===== config.mk =====
export PLATFORM = sky130hd
export DESIGN_NAME = serial_sync_ctrl
export DESIGN_NICKNAME = d
export VERILOG_FILES = /design/src/rtl/serial_sync_ctrl.sv
export SDC_FILE = /design/constraint.sdc
export NUM_CORES = 1
export LEC_CHECK = 0
export ABC_AREA = 1
export ABC_CLOCK_PERIOD_IN_PS = 1600
export CELL_PAD_IN_SITES_DETAIL_PLACEMENT = 1
export CELL_PAD_IN_SITES_GLOBAL_PLACEMENT = 1
export CORE_AREA = 2 2 72 74
export DETAILED_ROUTE_END_ITERATION = 8
export DIE_AREA = 0 0 74 76
export PLACE_DENSITY = 0.84
export SKIP_LAST_GASP = 1
export SYNTH_ARGS = -nofsm -noshare
export SYNTH_HDL_FRONTEND = slang
export SYNTH_SLANG_ARGS = --single-unit

===== constraint.sdc =====
create_clock -name CLK -period 1.6 [get_ports CLK]
set_input_delay 0.32 -clock CLK [delete_from_list [all_inputs] [get_ports CLK]]
set_output_delay 0.32 -clock CLK [all_outputs]
set_load 0.03 [all_outputs]

===== src/rtl/serial_sync_ctrl.sv =====
// Bit-serial comma hunter: locks byte/frame phase, confirms recurring commas, emits aligned bytes.
// One cycle from a byte's last bit to DATA_OUT/BYTE_VALID. There is no backpressure: the stream is consumed every cycle.
module serial_sync_ctrl #(
  parameter logic [7:0] COMMA      = 8'hBC,
  parameter int         FRAME_LEN  = 4,
  parameter int         ACQ_COUNT  = 2,
  parameter int         LOSS_COUNT = 2,
  parameter int         ERRW       = 8
) (
  input  logic            CLK,
  input  logic            RESET,
  input  logic            DATA_IN,
  output logic [7:0]      DATA_OUT,
  output logic            BYTE_VALID,
  output logic            SOF,
  output logic            SYNC,
  output logic [ERRW-1:0] ERR_COUNT
);

  localparam int BCW = $clog2(FRAME_LEN);
  localparam int GCW = $clog2(ACQ_COUNT);
  localparam int BDW = $clog2(LOSS_COUNT + 1);

  localparam logic [BCW-1:0] LAST_SLOT = BCW'(FRAME_LEN - 1);
  localparam logic [GCW-1:0] GOOD_LAST = GCW'(ACQ_COUNT - 1);
  localparam logic [BDW-1:0] BAD_LAST  = BDW'(LOSS_COUNT - 1);

  typedef enum logic [1:0] {
    ST_HUNT  = 2'd0,
    ST_CHECK = 2'd1,
    ST_SYNC  = 2'd2
  } state_t;

  state_t         state;
  logic [6:0]     sh;
  logic [2:0]     bit_cnt;
  logic [BCW-1:0] byte_cnt;
  logic [GCW-1:0] good_cnt;
  logic [BDW-1:0] bad_cnt;

  logic [7:0]     window;
  logic           boundary;
  logic           comma_slot;
  logic           is_comma;
  logic [BCW-1:0] byte_cnt_nxt;

  assign window       = {sh, DATA_IN};
  assign boundary     = (bit_cnt == 3'd7);
  assign comma_slot   = (byte_cnt == '0);
  assign is_comma     = (window == COMMA);
  assign byte_cnt_nxt = (byte_cnt == LAST_SLOT) ? '0 : byte_cnt + 1'b1;

  always_ff @(posedge CLK) begin
    if (RESET) begin
      state      <= ST_HUNT;
      sh         <= '0;
      bit_cnt    <= '0;
      byte_cnt   <= '0;
      good_cnt   <= '0;
      bad_cnt    <= '0;
      DATA_OUT   <= '0;
      BYTE_VALID <= 1'b0;
      SOF        <= 1'b0;
      SYNC       <= 1'b0;
      ERR_COUNT  <= '0;
    end else begin
      sh         <= window[6:0];
      BYTE_VALID <= 1'b0;
      SOF        <= 1'b0;
      case (state)
        ST_HUNT: begin
          // The hunt hit itself is byte 0 of a frame, so the next boundary is slot 1.
          if (is_comma) begin
            state    <= ST_CHECK;
            bit_cnt  <= '0;
            byte_cnt <= BCW'(1);
            good_cnt <= GCW'(1);
          end
        end
        ST_CHECK: begin
          bit_cnt <= bit_cnt + 3'd1;
          if (boundary) begin
            byte_cnt <= byte_cnt_nxt;
            if (comma_slot) begin
              if (!is_comma) begin
                state <= ST_HUNT;
              end else if (good_cnt == GOOD_LAST) begin
                state      <= ST_SYNC;
                SYNC       <= 1'b1;
                DATA_OUT   <= COMMA;
                BYTE_VALID <= 1'b1;
                SOF        <= 1'b1;
                bad_cnt    <= '0;
              end else begin
                good_cnt <= good_cnt + 1'b1;
              end
            end
          end
        end
        ST_SYNC: begin
          bit_cnt <= bit_cnt + 3'd1;
          if (boundary) begin
            byte_cnt <= byte_cnt_nxt;
            if (comma_slot && !is_comma) begin
              if (ERR_COUNT != '1) ERR_COUNT <= ERR_COUNT + 1'b1;
              // The byte that exhausts the loss budget is suppressed, not emitted.
              if (bad_cnt == BAD_LAST) begin
                state <= ST_HUNT;
                SYNC  <= 1'b0;
              end else begin
                bad_cnt    <= bad_cnt + 1'b1;
                DATA_OUT   <= window;
                BYTE_VALID <= 1'b1;
              end
            end else begin
              DATA_OUT   <= window;
              BYTE_VALID <= 1'b1;
              SOF        <= comma_slot;
              if (comma_slot) bad_cnt <= '0;
            end
          end
        end
        default: begin
          state <= ST_HUNT;
          SYNC  <= 1'b0;
        end
      endcase
    end
  end

endmodule

==> run metrics <==
clock skew=4.18 ps; number of cell rows=26; CORE AREA=0.00491 sq mm; RePlAce Congestion=0.794; Hold Path Cell Cnt=2; Pins Over Slew Limit=0; Worst-Margin Slew=416 ps; worst vdd ir=0.620 mV; Post-route DRC=0; TritonCTS clock tree=yes; Worst setup EP type=primary output; fmax=0.635 GHz; DRT Pass-1 Iters=4; Synth Register Bits=36; crit-path cells=clkdlybuf4s50_1; Final ANT Viol Nets=0; n_diodes=0; drt initial violations=69; Clk pin slew, worst setup/hold paths=80 ps; fin crit share=98.5%; cell taking the most area after synthesis=dfxtp_1; worst skew pair latency=290 ps; synth unique cells=29; root buffer cell=clkbuf_8; Avg Cell Area, Syn=7.18 sq um; Crit Path Max Fanout=1; Synth Cell Area=0.00185 sq mm; Post-CTS Hold Buffers=0; CTS Buffer Depth=2; Total Power=3790 uW; multi-input logic area=0.00110 sq mm; Global Route Usage Sum=18.7%; fraction of layout cells with a size suffix above 1=26.1%; vias in the first global route=1803; pwr dens=1510 mW/mm^2; Via-to-Cell Ratio=4.81; sequential-to-total area share from yosys stat=38.9%; Crit path max-delay family=buffers and inverters; initial antenna violation count=0; Data arrival, critical path=1260 ps; Mapped Nets=270; worst path bufs/invs=1; WP depth=1; DP Worst Slack=-246 ps; synth-to-layout area growth=35.0%; slowest stage delay, CP=660 ps; final hold vios=0; LEAKAGE=0.00111 uW; setup violators final=0; CTS H-tree lvls=2; Die Y=76 um; PortBufs=21; first-pass GRT wire length=8.19 mm; Cells after Synth=258; fin cells=369; top cells by area, synth=dfxtp_1, nand2_1, nor2_1, ha_1, nand3_1; CTS Buf Count=5; Synth Warn #=0; area fraction of the dominant cell type after synthesis=38.9%; worst min path class=register to register; die area=0.00562 sq mm; Slowest-stage cell, CP=clkdlybuf4s50_1; RSZ-0062 raised after global routing=yes; Final WS setup=24.4 ps; CP Launch Type=register; HPWL after DPL=3.43 mm; Die W=74 um; CP required=1280 ps; Cells after DPL=357; Worst R2R Path Depth=6; Slew HR=71.6%; Filler cells=605; initial core utilization=37.7%; crit path time final=1580 ps; Max Cap Viol=0; largest net degree at the start of global routing=18; clk sink count=36; GR Overflow Total=0; I/O pin count=22; status=finished clean; register area=733 sq um; Post-Route WL=5.09 mm; Avg WL per Cell=13.8 um; routed via count=1774; nets@finish=310; Crit Path Category=register to primary output
==> cells by family after synthesis <==
group / after synthesis / share of synthesized area, %
AOI/OAI and AO/OA: 28 / 8.38
xor gates and xnor gates: 6 / 2.84
adders and majority gates: 9 / 6.08
buffers and inverters: 43 / 9.32
DFF: 36 / 38.9
and+or+nand+nor: 136 / 34.5
==> synth_stat cells <==
cell type  count
o21ai_0        1
buf_2          3
o2111ai_1      1
a21oi_1       18
clkbuf_1       1
clkinv_1       2
dfxtp_1       36
nand4_4        1
nand2_1       60
a21oi_2        2
xnor2_1        2
nand3_2        3
nand3_1       20
nand2_4        1
buf_1          1
o21ai_1        5
xor2_1         4
nand2_2        4
nor2_1        35
a2111oi_0      1
nand3_4        2
nor3_1         3
buf_6          1
inv_1         26
inv_2          9
nand4_1        1
ha_1           9
nor2_2         5
or3_1          1
==> power by group <==
group	leakage (uW)	internal [uW]	switching, uW
Sequential	0.000295	997	70.8
Combinational	0.000763	746	1160
Clock	0.0000541	461	347
==> stage by stage <==
step	setup TNS [ps]	area [sq um]	util, %	hold slack [ps]
after detailed placement	-4740	2220	45.2	441
after global placement	-3390	2220	45.2	427
final	0	2500	50.9	450
after CTS	-7.35	2350	47.9	454
after floorplan	0	1850	-	417
after global routing	-226	2500	50.9	470
==> routing by layer <==
layer	vias up	track usage, %	routed length [um]
met4	0	7.82	89
met3	8	2.51	105
li1	894	-	-
met5	-	0	0
met1	852	21.9	2120
met2	20	33.0	2770
==> sequential cells by signal, summed over array words and instances, names as in the netlist <==
register,cells
ERR_COUNT,8
state,2
SYNC,1
bad_cnt,2
DATA_OUT,8
byte_cnt,2
sh,7
SOF,1
BYTE_VALID,1
bit_cnt,3
good_cnt,1
==> final timing paths <==
kind,to,slack (ps),startpoint
max,SOF,20,SOF
min,sh[3],450,sh[2]
max reg2reg,BYTE_VALID,50,bit_cnt[0]
min reg2reg,sh[3],450,sh[2]
==> cell usage in the layout (no fill, tap or decap), types with 2 or more instances in the layout <==
cell type | synthesis | routed
nand2_1 | 60 | 57
nor2_1 | 35 | 31
dfxtp_1 | 36 | 30
inv_1 | 26 | 24
nand3_1 | 20 | 18
a21oi_1 | 18 | 18
dlygate4sd2_1 | 0 | 17
buf_4 | 0 | 16
inv_2 | 9 | 10
nor2_4 | 0 | 6
nand3_2 | 3 | 6
o21ai_1 | 5 | 5
clkbuf_8 | 0 | 5
dfxtp_2 | 0 | 4
nand2_4 | 1 | 4
nand2_2 | 4 | 4
xor2_1 | 4 | 4
ha_4 | 0 | 4
nor2_2 | 5 | 3
ha_2 | 0 | 3
clkdlybuf4s50_1 | 0 | 3
clkinv_1 | 2 | 2
a21oi_2 | 2 | 2
nor3_1 | 3 | 2
nand3_4 | 2 | 2
xnor2_1 | 2 | 2
ha_1 | 9 | 2
dfxtp_4 | 0 | 2
==> repair_timing <==
action / CTS / global route
cloned: 0 / 1
endpoints found under the setup margin: 34 / 26
buffers inserted: 2 / 1
pin swaps: 0 / 4
resized for setup: 24 / 36
==> area by class of cell <==
class                           instances  share of cell area (%)
Timing Repair Buffer                   38                    12.9
Sequential cell                        36                    29.3
Clock buffer                            5                    2.75
Inverter                               37                    5.66
Tap cell                               70                    3.50
Clock inverter                          3                    1.70
Multi-Input combinational cell        180                    44.1
Note: power is estimated with default switching activity, not from simulation.
